**config.mk**
```make
export PLATFORM = sky130hd
export DESIGN_NAME = pipe_stage_skid_flat
export DESIGN_NICKNAME = d
export VERILOG_FILES = /design/src/rtl/pipe_stage_skid_if.sv /design/src/rtl/pipe_stage_skid.sv /design/src/flat_wrapper.sv
export SDC_FILE = /design/constraint.sdc
export NUM_CORES = 1
export LEC_CHECK = 0
export CAP_MARGIN = 5
export CORE_MARGIN = 1.5
export CORE_UTILIZATION = 27
export CTS_BUF_LIST = sky130_fd_sc_hd__clkbuf_16
export CTS_CLUSTER_SIZE = 12
export DETAILED_ROUTE_END_ITERATION = 10
export DONT_BUFFER_PORTS = 1
export MAX_ROUTING_LAYER = met4
export PLACE_DENSITY = 0.37
export SYNTH_ARGS = -nofsm -noshare
export SYNTH_HDL_FRONTEND = slang
export SYNTH_SLANG_ARGS = --single-unit
```
**constraint.sdc**
```tcl
create_clock -name clk -period 3.8 [get_ports clk]
set_input_delay 0.57 -clock clk [delete_from_list [all_inputs] [get_ports clk]]
set_output_delay 0.57 -clock clk [all_outputs]
set_load 0.01 [all_outputs]
```
**src/rtl/pipe_stage_skid_if.sv**
```systemverilog
// pipe_stage_skid_if: valid/ready stage bus; in_* faces upstream, out_* faces downstream; slave = stage view, master = environment view
interface pipe_stage_skid_if #(parameter int WIDTH = 32);
  logic             in_valid;
  logic             in_ready;
  logic [WIDTH-1:0] in_data;
  logic             out_valid;
  logic             out_ready;
  logic [WIDTH-1:0] out_data;
  modport slave (input in_valid, in_data, out_ready, output in_ready, out_valid, out_data);
  modport master (output in_valid, in_data, out_ready, input in_ready, out_valid, out_data);
endinterface

```
**src/rtl/pipe_stage_skid.sv**
```systemverilog
// pipe_stage_skid: elastic pipeline stage (skid or single register); ports clk, reset (sync active-low), flush, bus (slave handshake), occupancy
module pipe_stage_skid #(
  parameter int          WIDTH      = 32,
  parameter bit          SKID       = 1'b1,
  parameter logic [31:0] BUBBLE_VAL = 32'h00000013
) (
  input  logic                clk,
  input  logic                reset,
  input  logic                flush,
  pipe_stage_skid_if.slave    bus,
  output logic [1:0]          occupancy
);
  typedef enum logic [1:0] {EMPTY = 2'd0, ONE = 2'd1, FULL = 2'd2} state_t;
  localparam logic [WIDTH-1:0] BV = WIDTH'(BUBBLE_VAL);
  state_t           state_q, state_d;
  logic [WIDTH-1:0] main_q, main_d, skid_q, skid_d;
  logic             in_fire, out_fire;
  assign bus.in_ready  = reset & (SKID ? (state_q != FULL) : (state_q == EMPTY || bus.out_ready));
  assign bus.out_valid = state_q != EMPTY;
  assign bus.out_data  = main_q;
  assign occupancy     = state_q;
  assign in_fire       = bus.in_valid & bus.in_ready;
  assign out_fire      = bus.out_valid & bus.out_ready;
  always_comb begin
    state_d = state_q;
    main_d  = main_q;
    skid_d  = skid_q;
    if (flush) begin
      state_d = EMPTY;
      main_d  = BV;
      skid_d  = BV;
    end else if (SKID) begin
      case (state_q)
        EMPTY: if (in_fire) begin
          state_d = ONE;
          main_d  = bus.in_data;
        end
        ONE: if (in_fire && out_fire) begin
          main_d = bus.in_data;
        end else if (in_fire) begin
          state_d = FULL;
          skid_d  = bus.in_data;
        end else if (out_fire) begin
          state_d = EMPTY;
          main_d  = BV;
        end
        FULL: if (out_fire) begin
          state_d = ONE;
          main_d  = skid_q;
          skid_d  = BV;
        end
        default: state_d = EMPTY;
      endcase
    end else if (in_fire) begin
      state_d = ONE;
      main_d  = bus.in_data;
    end else if (out_fire) begin
      state_d = EMPTY;
      main_d  = BV;
    end
  end
  always_ff @(posedge clk) begin
    if (!reset) begin
      state_q <= EMPTY;
      main_q  <= BV;
      skid_q  <= BV;
    end else begin
      state_q <= state_d;
      main_q  <= main_d;
      skid_q  <= skid_d;
    end
  end
endmodule
```
**src/flat_wrapper.sv**
```systemverilog
// flat-port wrapper written by rule: the top's interface ports become plain ports
module pipe_stage_skid_flat 
#(
  parameter int          WIDTH      = 32,
  parameter bit          SKID       = 1'b1,
  parameter logic [31:0] BUBBLE_VAL = 32'h00000013
)
  (clk, reset, flush, occupancy, bus_in_valid, bus_in_data, bus_out_ready, bus_in_ready, bus_out_valid, bus_out_data);
  pipe_stage_skid_if #(.WIDTH(WIDTH)) bus_i ();
  input  logic clk;
  input  logic reset;
  input  logic flush;
  output logic [1:0] occupancy;
  input wire logic [$bits(bus_i.in_valid)-1:0] bus_in_valid;
  input wire logic [$bits(bus_i.in_data)-1:0] bus_in_data;
  input wire logic [$bits(bus_i.out_ready)-1:0] bus_out_ready;
  output wire logic [$bits(bus_i.in_ready)-1:0] bus_in_ready;
  output wire logic [$bits(bus_i.out_valid)-1:0] bus_out_valid;
  output wire logic [$bits(bus_i.out_data)-1:0] bus_out_data;
  assign bus_i.in_valid = bus_in_valid;
  assign bus_i.in_data = bus_in_data;
  assign bus_i.out_ready = bus_out_ready;
  assign bus_in_ready = bus_i.in_ready;
  assign bus_out_valid = bus_i.out_valid;
  assign bus_out_data = bus_i.out_data;
  pipe_stage_skid #(.WIDTH(WIDTH), .SKID(SKID), .BUBBLE_VAL(BUBBLE_VAL)) u_core (.clk(clk), .reset(reset), .flush(flush), .bus(bus_i), .occupancy(occupancy));
endmodule
```
After elaboration in Yosys (flattened, before gate mapping)
Cells that the tools add are included.
{"block": "word_totals", "reg_bits": 66, "latch_bits": 0, "ramBits": 0, "rom_bits": 0, "output_inout_bits": 36, "elab_cells": 40, "memories": 0}
{"block": "classes", "add_sub_neg": 0, "n_mul": 0, "div": 0, "n_lt_le_gt_ge": 0, "n_eq_ne": 10, "shift": 0, "n_mux": 14, "bitwise": 4, "n_reduce_logical": 9}
{"cell": "two-way mux 32 bit", "count": 6}
{"cell": "case mux 32 bit (3 select lines)", "count": 1}
{"cell": "case mux 32 bit (2 select lines)", "count": 1}
{"cell": "two-way mux 2 bit", "count": 5}
{"cell": "AND reduction 4 bit", "count": 2}
{"cell": "!= test 2 x 1 -> 1 bit (second input constant)", "count": 3}
{"cell": "!= test 3 x 1 -> 1 bit (second input constant)", "count": 2}
{"cell": "case mux 2 bit (3 select lines)", "count": 1}
{"cell": "AND reduction 5 bit", "count": 1}
{"cell": "!= test 2 bit (second input constant)", "count": 2}
{"cell": "nonzero test 2 bit", "count": 2}
{"cell": "AND 1 bit", "count": 3}
{"cell": "!= test 3 bit (second input constant)", "count": 1}
{"cell": "nonzero test 3 bit", "count": 1}
{"cell": "equality test 2 x 1 -> 1 bit (second input constant)", "count": 1}
{"cell": "equality test 2 bit (second input constant)", "count": 1}
{"cell": "zero test 2 bit", "count": 1}
{"cell": "OR reduction 2 bit", "count": 1}
{"cell": "logical AND 1 bit", "count": 1}
{"cell": "NOT 1 bit", "count": 1}

Logic depth before layout (Yosys ltp)
Gate-level depths: netlist of the first run.
{"block": "logic_depth", "word_depth": 6, "depth_mapped": 9, "depth_no_buf": 6}

Worst setup path after synthesis of the first run
No wires, ideal clock.
{"block": "synth_timing", "path_kind": "flip-flop to flip-flop", "startpoint": "register u_core.state_q[0], in the netlist u_core.occupancy[0]", "endpoint": "register u_core.skid_q[15]", "setup_time_ps": 117, "arrival_time_ps": 1839, "t_required_ps": 3683, "setup_slack_ps": 1845, "path_stages_with_launch": 10, "period_less_slack_ps": 1955, "cell_sequence": "dfxtp_1 > inv_1 > ha_1 > and3b_1 > buf_2 > a31oi_4 > and2_4 > buf_6 > buf_6 > a22o_1"}
{"block": "synth_via", "elab_chain_cells": 6, "elab_cells_between_ends": 14, "cone_classes": "eq/ne: 6; mux: 1; bitwise: 3; reduce/logical: 4"}
{"item": "start: declaration", "line": "pipe_stage_skid.sv:15", "source": "state_t state_q, state_d;"}
{"item": "start signal: assignment", "line": "pipe_stage_skid.sv:68", "source": "state_q <= state_d;"}
{"item": "!= test 2 bit", "line": "pipe_stage_skid.sv:18", "source": "assign bus.in_ready = reset & (SKID ? (state_q != FULL) : (state_q == EMPTY || bus.out_ready));"}
{"item": "AND 1 bit", "line": "pipe_stage_skid.sv:18"}
{"item": "AND 1 bit", "line": "pipe_stage_skid.sv:22", "source": "assign in_fire = bus.in_valid & bus.in_ready;"}
{"item": "logical AND 1 bit", "line": "pipe_stage_skid.sv:38", "source": "ONE: if (in_fire && out_fire) begin"}
{"item": "!= test 2 bit (no source line)"}
{"item": "AND reduction 4 bit (no source line)"}
{"item": "end signal: assignment", "line": "pipe_stage_skid.sv:70", "source": "skid_q <= skid_d;"}
{"item": "end: declaration", "line": "pipe_stage_skid.sv:16", "source": "logic [WIDTH-1:0] main_q, main_d, skid_q, skid_d;"}
Several ways; a longest one is shown, not always the timed one.
A chain may end at the register's enable or synchronous reset.

Worst setup path in the final report of the first run
{"block": "layout_timing", "startpoint": "register u_core.state_q[0], in the netlist u_core.occupancy[0]", "endpoint": "register u_core.main_q[27], in the netlist u_core.bus.out_data[27]"}
{"block": "layout_via", "elab_chain_cells": 6, "elab_cells_between_ends": 17, "cone_classes": "eq/ne: 7; mux: 2; bitwise: 3; reduce/logical: 5"}
{"item": "!= test 2 bit", "line": "pipe_stage_skid.sv:18"}
{"item": "AND 1 bit", "line": "pipe_stage_skid.sv:18"}
{"item": "AND 1 bit", "line": "pipe_stage_skid.sv:22"}
{"item": "logical AND 1 bit", "line": "pipe_stage_skid.sv:38"}
{"item": "!= test 3 bit (no source line) (tied with other cells)"}
{"item": "AND reduction 5 bit (no source line) or case mux 32 bit (3 select lines) (tied branches)"}
{"item": "end signal: assignment", "line": "pipe_stage_skid.sv:69", "source": "main_q <= main_d;"}
{"item": "end: declaration", "line": "pipe_stage_skid.sv:16"}
Several ways; a longest one is shown, not always the timed one.

==> results of run 1 <==
[layout make-up]
type                            count  area (µm²)  share of cell area [%]
Clock buffer                        9       225.2                   7.392
Clock inverter                      7       91.34                   2.998
Inverter                            7       26.28                  0.8624
Multi-Input combinational cell    171        1186                   38.93
Sequential cell                    66        1321                   43.37
Tap cell                          133       166.4                   5.462
Timing Repair Buffer                4       30.03                  0.9856
[registers in the layout, summed over array words and instances, names as in the netlist]
| register | cells |
|---|---|
| u_core.bus.out_data | 32 |
| u_core.occupancy | 2 |
| u_core.skid_q | 32 |
[kinds of logic (layout without fill, tap and decap cells)]
family / Yosys count / count (layout) / synth area share [%]
buf+inv: 31 / 27 / 6.804
compound gates: 138 / 138 / 35.27
flops: 66 / 66 / 49.21
fa+ha+maj: 5 / 5 / 2.330
simple gates: 28 / 28 / 6.384
[routing by layer]
layer | global-route usage (%) | vias up | share of wire [%]
met4 | 6.322 | 0 | 1.7
met3 | 5.085 | 11 | 8.0
met5 | - | - | 0
met2 | 21.91 | 59 | 44
met1 | 17.84 | 967 | 46
li1 | - | 994 | -
[critical path, delay by kind of cell, from the launching register on]
kind / cells / cell delay [ps]
AOI/OAI and AO/OA: 3 / 1060
buffers and inverters: 1 / 120
and+or+nand+nor: 1 / 450
DFF: 1 / 450
adders and majority gates: 1 / 350
[how the worst max path moves through the flow]
| stage | to | slack [ps] | cells after the start |
|---|---|---|---|
| finish | u_core.bus.out_data[27] | 1270 | 6 |
| global route | u_core.bus.out_data[7] | 990 | 6 |
| CTS | u_core.bus.out_data[27] | 1250 | 6 |
| detailed placement | u_core.bus.out_data[27] | 1260 | 6 |
| global placement | u_core.bus.out_data[27] | 1290 | 6 |
| floorplan | u_core.skid_q[15] | 1840 | 9 |
[placed cells by master (no fill, tap or decap), types with 2 or more instances in the layout]
master	netlist	layout
dfxtp_1	66	66
a21oi_1	32	32
a22oi_1	29	29
o21ai_0	29	29
a22o_1	29	29
clkbuf_16	0	9
inv_1	7	7
nor2b_1	8	7
o21ai_1	7	7
ha_1	5	5
nand2b_1	4	4
buf_4	1	4
a31oi_1	3	3
nand3_1	3	3
nor3_1	3	3
nand2_1	2	2
a31o_2	2	2
o211ai_2	2	2
bufinv_16	0	2
clkinv_2	0	2
[power by group]
| group | internal (W) | switching [W] |
|---|---|---|
| Combinational | 0.0000389 | 0.0000703 |
| Clock | 0.000573 | 0.000319 |
| Sequential | 0.000712 | 0.0000215 |
[through the flow]
stage                     instance area (µm²)  worst slack, ps  std cells  utilization, %  hold WS, ps
final                                    3047             1268        397           31.31        365.3
after global routing                     3047            989.3        397           31.31        353.1
after CTS                                3047             1248        397           31.31        352.3
after detailed placement                 2730             1264        381           28.06        465.7
after global placement                   2730             1286        381           28.06        462.0
after floorplan                          2685             1845        268               -        450.0
==> out/qor.csv, run 1 <==
stage,metric,value,unit
synthesis,synth_area_leaders,"dfxtp_1 49%, a22o_1 9.5%, a22oi_1 8.1%",
power,vdd_drop_max,0.0002564,V
status,outcome,completed,
worst_setup_path,slowest_delay,670,ps
detailed_routing,postRouteAntennaNets,0,
timing,tightest_slew,720.8,ps
worst_setup_path,crit_arrival,2790,ps
timing,period_share,66.63,%
worst_setup_path,r2r_setup_slack,1270,ps
worst_setup_path,worstSetupStartpointType,flip-flop,
place,finalWeightedCongestion,0.7387,
worst_setup_path,crit_chain,inv_1 > ha_1 > and3b_1 > a31o_2 > a22oi_1 > a21oi_1,
grt,grt_max_degree,65,
power,p_leak,1.137,nW
floorplan,rows,36,
detailed_routing,avgRoutedWirePerCell,17.85,µm
finish,final_nets,301,
synthesis,netlist_instances,268,
synthesis,seq_area_frac_synth,49.21,%
worst_setup_path,cp_slowest_cell,a31o_2,
grt,grt_use_total,14.64,%
worst_hold_path,hp-start,bus_in_data[28],
floorplan,start_util,27.60,%
timing,slew-limit-headroom,51.73,%
place,dpl.hpwl,4.167,mm
worst_setup_path,cp-startpoint,u_core.occupancy[0],
finish,fill_cells,1024,
timing,finalSetupTns,0,ps
grt,first_global_vias,1988,
grt,grt_pass1_wl,11.01,mm
clocking,cts_buffers,9,
finish,drive_gt1_share,10.98,%
clocking,cts.clk_slew.worst_paths,60,ps
floorplan,core,9729,µm²
timing,finClkSkew,4.809,ps
floorplan,dieHeight,102.7,µm
worst_setup_path,path_class,flip-flop to flip-flop,
clocking,clkSinkCount,66,
worst_setup_path,crit_required,4060,ps
worst_setup_path,worst_r2r_endpoint,u_core.bus.out_data[27],
synthesis,ys.flop_type,dfxtp_1,
synthesis,synth_top_area_cell,dfxtp_1,
worst_hold_path,hold_depth,1,
power,power_density,569.3,nW/µm²
detailed_routing,num_vias,2031,
finish,syn_to_final_growth,13.47,%
detailed_routing,drc,0,
worst_hold_path,hp-class,input pin to flip-flop,
worst_setup_path,setup.worst_path.end_class,flip-flop,
synthesis,synth.ff_latch_count,66,
synthesis,yosysMostFrequentCell,dfxtp_1,
synthesis,synth_common_cells,"66 x dfxtp_1, 32 x a21oi_1, 29 x a22o_1, 29 x a22oi_1, 29 x o21ai_0",
floorplan,io_pins,73,
clocking,cts_setup_buffers,0,
floorplan,die_w,102.7,µm
timing,drv_slew,0,
timing,fmax,0.3949,GHz
synthesis,synthArstFlopShare,0,%
grt,grt.overflow.total,0,
detailed_routing,routed_via_density,5.116,
synthesis,syn_avg_cell_area,10.02,µm²
synthesis,yosysWarnings,0,
worst_setup_path,r2r.worst_path.cells,6,
timing,hold_viol_final,0,
worst_setup_path,crit_path_max_fanout,29,
timing,rsz0062_at_grt,no,
detailed_routing,wl,7.086,mm
finish,antenna_cells,0,
clocking,cts.hold.buffers_added,0,
place,io_buffer_count,0,
grt,antenna_found_initial,0,
synthesis,synth_top_area_share,49.21,%
detailed_routing,drtIter0Drc,92,
clocking,cts_tree,built,
job,maxCapViolations,0,
floorplan,dieArea,10550,µm²
power,fin_total_pwr,0.001735,W
synthesis,syn_area,2685,µm²
timing,period_minus_slack,2532,ps
synthesis,synth.distinct_cells,32,
synthesis,synth_edf_count,0,
detailed_routing,drt-pass1-iter-count,4,
worst_hold_path,holdPathEnd,u_core.skid_q[28],
clocking,cts_resized,0,
clocking,htree_num_levels,3,
clocking,cts_root_buffer,clkbuf_16,
clocking,clk_latency,330,ps
synthesis,syn_nets,310,
clocking,cts.path.max_buffers,2,
timing,setup_violations,0,
worst_setup_path,r2r-start,u_core.occupancy[0],
Power figures use the tool's default switching activity.
==> inputs of run 2 (changes only) <==
==> constraint.sdc (replaced) <==
create_clock -name clk -period 2.6 [get_ports clk]
set_input_delay 0.39 -clock clk [delete_from_list [all_inputs] [get_ports clk]]
set_output_delay 0.39 -clock clk [all_outputs]
set_load 0.01 [all_outputs]
==> out/qor.csv, run 2 (same netlist as run 1, synthesis figures left out) <==
stage,metric,value,unit
floorplan,dieArea,10550,µm²
place,io_buffer_count,0,
status,outcome,completed,
timing,rsz0062_at_grt,no,
detailed_routing,drtIter0Drc,111,
finish,antenna_cells,0,
worst_setup_path,path_class,flip-flop to flip-flop,
worst_setup_path,r2r.worst_path.cells,6,
timing,period_share,84.87,%
finish,drive_gt1_share,10.94,%
power,fin_total_pwr,0.002423,W
worst_setup_path,r2r_setup_slack,390,ps
worst_hold_path,hold_depth,1,
clocking,cts_setup_buffers,0,
worst_setup_path,crit_path_max_fanout,29,
timing,fmax,0.4532,GHz
place,dpl.hpwl,4.097,mm
timing,setup_violations,0,
clocking,clk_latency,320,ps
place,finalWeightedCongestion,0.7460,
detailed_routing,num_vias,2015,
timing,period_minus_slack,2207,ps
worst_setup_path,worst_r2r_endpoint,u_core.skid_q[26],
worst_hold_path,hp-start,bus_in_data[9],
detailed_routing,avgRoutedWirePerCell,17.44,µm
grt,grt_pass1_wl,10.60,mm
clocking,htree_num_levels,3,
power,p_leak,1.135,nW
clocking,cts_tree,built,
finish,syn_to_final_growth,14.12,%
job,maxCapViolations,0,
timing,tightest_slew,421.2,ps
detailed_routing,drc,0,
grt,grt_max_degree,65,
worst_setup_path,crit_required,2810,ps
worst_hold_path,holdPathEnd,u_core.skid_q[9],
floorplan,start_util,27.60,%
floorplan,core,9729,µm²
finish,final_nets,302,
worst_setup_path,setup.worst_path.end_class,flip-flop,
finish,final_common_cell,dfxtp_1,
grt,grt_use_total,14.02,%
clocking,cts_buffers,9,
grt,antenna_found_initial,0,
detailed_routing,drt-pass1-iter-count,4,
clocking,cts_root_buffer,clkbuf_16,
timing,finalSetupTns,0,ps
timing,drv_slew,0,
finish,utilization,31.49,%
detailed_routing,postRouteAntennaNets,0,
floorplan,rows,36,
grt,grt.overflow.total,0,
power,power_density,790.6,nW/µm²
finish,final_cell_mix,"66 x dfxtp_1, 32 x a21oi_1, 29 x a22oi_1, 29 x o21ai_0, 29 x a22o_1",
timing,holdWs,191.4,ps
worst_hold_path,hp-class,input pin to flip-flop,
worst_setup_path,worstSetupStartpointType,flip-flop,
grt,first_global_vias,1908,
timing,finClkSkew,4.369,ps
floorplan,io_pins,73,
detailed_routing,wl,6.940,mm
floorplan,die_w,102.7,µm
floorplan,dieHeight,102.7,µm
clocking,cts.path.max_buffers,2,
clocking,cts.clk_slew.worst_paths,60,ps
timing,slew-limit-headroom,71.87,%
clocking,clkSinkCount,66,
detailed_routing,routed_via_density,5.063,
power,vdd_drop_max,0.0002248,V
worst_setup_path,crit_arrival,2420,ps
timing,hold_viol_final,0,
worst_setup_path,r2r-start,u_core.occupancy[0],
run 2: worst max-delay path, stage by stage, from the launching register on:
cell     delay (ps)
dfxtp_1         460
inv_1           130
ha_1            280
and3b_1         450
a31oi_4         190
and2_4          310
a22o_1          270
run 2: where the power goes:
part / internal (W) / switching [W]
Sequential: 0.00104 / 0.0000313
Clock: 0.000738 / 0.000446
Combinational: 0.0000624 / 0.000104
Total: 0.00184 / 0.000581
run 2: layer usage:
layer	GRT usage (%)	share of wire, %	vias up
met5	-	0	-
met4	6.006	1.5	0
met3	5.627	7.0	8
met2	19.15	44	65
met1	18.14	47	945
li1	-	-	997
run 2: timing repair:
item,CTS,global route
setup endpoints to repair,0,11
resized for setup,0,1
hold endpoints to repair,0,0
hold buffers,0,0
run 2: worst max path at each step:
stage	end	start	slack, ps	cells after the start
final	u_core.skid_q[26]	u_core.occupancy[0]	390	6
after CTS	u_core.bus.out_data[24]	u_core.occupancy[0]	170	6
after global placement	u_core.bus.out_data[22]	u_core.occupancy[1]	240	6
after detailed placement	u_core.bus.out_data[24]	u_core.occupancy[0]	190	6
after floorplan	u_core.skid_q[15]	u_core.occupancy[0]	640	9
after global routing	u_core.bus.out_data[31]	u_core.occupancy[1]	230	6
run 2: cell type report:
type	count	area, µm²
Tap cell	133	166.4
Sequential cell	66	1321
Inverter	7	26.28
Fill cell	1029	6665
Clock buffer	9	225.2
Timing Repair Buffer	5	62.56
Clock inverter	7	67.56
Multi-Input combinational cell	171	1195
run 2: metrics by stage:
stage	cell area [µm²]	instances	worst slack, ps
finish	3064	398	393.5
CTS	3055	398	169.7
global placement	2763	382	241.4
detailed placement	2763	382	186.2
global route	3064	398	225.5
floorplan	2685	268	644.7
==> inputs of run 3 (changes only) <==
==> constraint.sdc (replaced) <==
create_clock -name clk -period 2.1 [get_ports clk]
set_input_delay 0.315 -clock clk [delete_from_list [all_inputs] [get_ports clk]]
set_output_delay 0.315 -clock clk [all_outputs]
set_load 0.01 [all_outputs]
==> out/qor.csv, run 3 (same netlist as run 1, synthesis figures left out) <==
stage,metric,value,unit
detailed_routing,avgRoutedWirePerCell,18.09,µm
timing,slew-limit-headroom,73.25,%
power,vdd_drop_max,0.0003023,V
worst_setup_path,cpLargestDelayFamily,compound AO/OA/AOI/OAI gates,
worst_setup_path,crit_arrival,2170,ps
grt,grt_pass1_wl,11.16,mm
timing,period_minus_slack,1917,ps
timing,period_share,91.29,%
place,dp_cells,392,
worst_setup_path,slowest_delay,400,ps
worst_hold_path,hp-class,input pin to flip-flop,
power,power_density,955.9,nW/µm²
clocking,cts_tree,built,
worst_setup_path,worstSetupStartpointType,flip-flop,
worst_setup_path,crit_chain,inv_1 > ha_1 > nand2b_2 > a221oi_4 > buf_4 > buf_12 > o21ai_0 > a21oi_1,
grt,grt_use_total,14.55,%
detailed_routing,drtIter0Drc,94,
worst_setup_path,cp_slowest_cell,dfxtp_1,
detailed_routing,drt-pass1-iter-count,4,
floorplan,start_util,27.60,%
finish,instances_no_fill,411,
timing,finalSetupTns,0,ps
timing,holdWs,112.9,ps
worst_setup_path,path_class,flip-flop to flip-flop,
timing,drv_slew,0,
finish,final_nets,315,
clocking,cts_buffers,9,
place,io_buffer_count,0,
clocking,htree_num_levels,3,
finish,drive_gt1_share,15.47,%
timing,finClkSkew,8.399,ps
worst_setup_path,crit_path_max_fanout,20,
grt,first_global_vias,1981,
floorplan,die_w,102.7,µm
grt,grt.overflow.total,0,
detailed_routing,routed_via_density,5.034,
timing,fmax,0.5217,GHz
finish,final_cell_mix,"66 x dfxtp_1, 32 x a21oi_1, 29 x a22oi_1, 29 x o21ai_0, 29 x a22o_1",
worst_setup_path,setup.worst_path.end_class,flip-flop,
power,p_leak,1.213,nW
clocking,cts.path.max_buffers,2,
floorplan,io_pins,73,
clocking,clkSinkCount,66,
clocking,cts.clk_slew.worst_paths,60,ps
detailed_routing,postRouteAntennaNets,0,
timing,rsz0062_at_grt,no,
timing,hold_viol_final,0,
finish,final_common_cell,dfxtp_1,
detailed_routing,num_vias,2069,
clocking,cts_root_buffer,clkbuf_16,
clocking,cts.hold.buffers_added,0,
place,dpl.hpwl,4.308,mm
floorplan,dieArea,10550,µm²
clocking,clk_latency,320,ps
grt,grt_max_degree,40,
job,maxCapViolations,0,
timing,setup_violations,0,
detailed_routing,drc,0,
timing,tightest_slew,401.3,ps
floorplan,rows,36,
finish,syn_to_final_growth,19.06,%
floorplan,dieHeight,102.7,µm
floorplan,core,9729,µm²
detailed_routing,wl,7.433,mm
place,finalWeightedCongestion,0.7368,
grt,antenna_found_initial,0,
status,outcome,completed,
worst_setup_path,crit_required,2350,ps
finish,antenna_cells,0,
worst_setup_path,cp_num_buf_inv,3,
==> run 3: changes by cell type in the layout (fill, tap and decap cells not counted) <==
cell | previous run | this run
buf_4 | 3 | 13
buf_12 | 2 | 3
buf_6 | 0 | 1
clkbuf_16 | 9 | 10
clkinv_1 | 2 | 1
clkinv_2 | 1 | 2
==> run 3: layer usage <==
layer / wire length (µm) / track usage, %
met5: 0 / -
met2: 3357 / 21.04
met4: 38 / 6.639
met3: 455 / 3.186
met1: 3581 / 19.34
==> run 3: worst register-to-register path, delay by kind of cell, from the launching register on <==
kind,cells,cell delay [ps]
buffers and inverters,3,450
DFF,1,400
AOI/OAI and AO/OA,3,510
and+or+nand+nor,1,260
adders and majority gates,1,230
==> run 3: stage by stage <==
| stage | instance area (µm²) | power [W] | setup slack (ps) | utilization, % |
|---|---|---|---|---|
| after floorplan | 2685 | 0.001530 | 144.7 | - |
| after global placement | 2850 | 0.001581 | 18.20 | 29.30 |
| after detailed placement | 2850 | 0.001580 | 88.96 | 29.30 |
| after CTS | 3144 | 0.003086 | 55.03 | 32.32 |
| after global routing | 3197 | 0.003191 | 10.20 | 32.86 |
| final | 3197 | 0.003056 | 183.0 | 32.86 |
==> run 3: worst paths after layout <==
check | end | cells past startpoint | slack, ps | start
max | u_core.bus.out_data[13] | 8 | 180 | u_core.occupancy[1]
min | u_core.skid_q[21] | 1 | 110 | bus_in_data[21]
max reg2reg | u_core.bus.out_data[13] | 8 | 180 | u_core.occupancy[1]
min reg2reg | u_core.skid_q[31] | 1 | 480 | u_core.skid_q[31]
==> run 3: power breakdown <==
group / total, W / internal (W) / switching, W / leakage (nW)
Clock: 0.00148 / 0.000916 / 0.000564 / 0.143
Combinational: 0.000250 / 0.000105 / 0.000145 / 0.535
Sequential: 0.00133 / 0.00129 / 0.0000378 / 0.535
Total: 0.00306 / 0.00231 / 0.000746 / 1.21
==> run 3: what timing repair did <==
item | 4_1_cts | 5_1_grt
hold endpoints to repair | 0 | 0
endpoints found under the setup margin | 0 | 29
resized for setup | 0 | 2
buffers inserted | 0 | 2
==> run 3: layout make-up <==
class | instances | area, µm²
tap | 133 | 166.4
timing repair buffer | 18 | 193.9
fill | 995 | 6533
clock buffer | 9 | 225.2
multi-input combinational | 171 | 1195
clock inverter | 7 | 68.82
sequential | 66 | 1321
inverter | 7 | 26.28
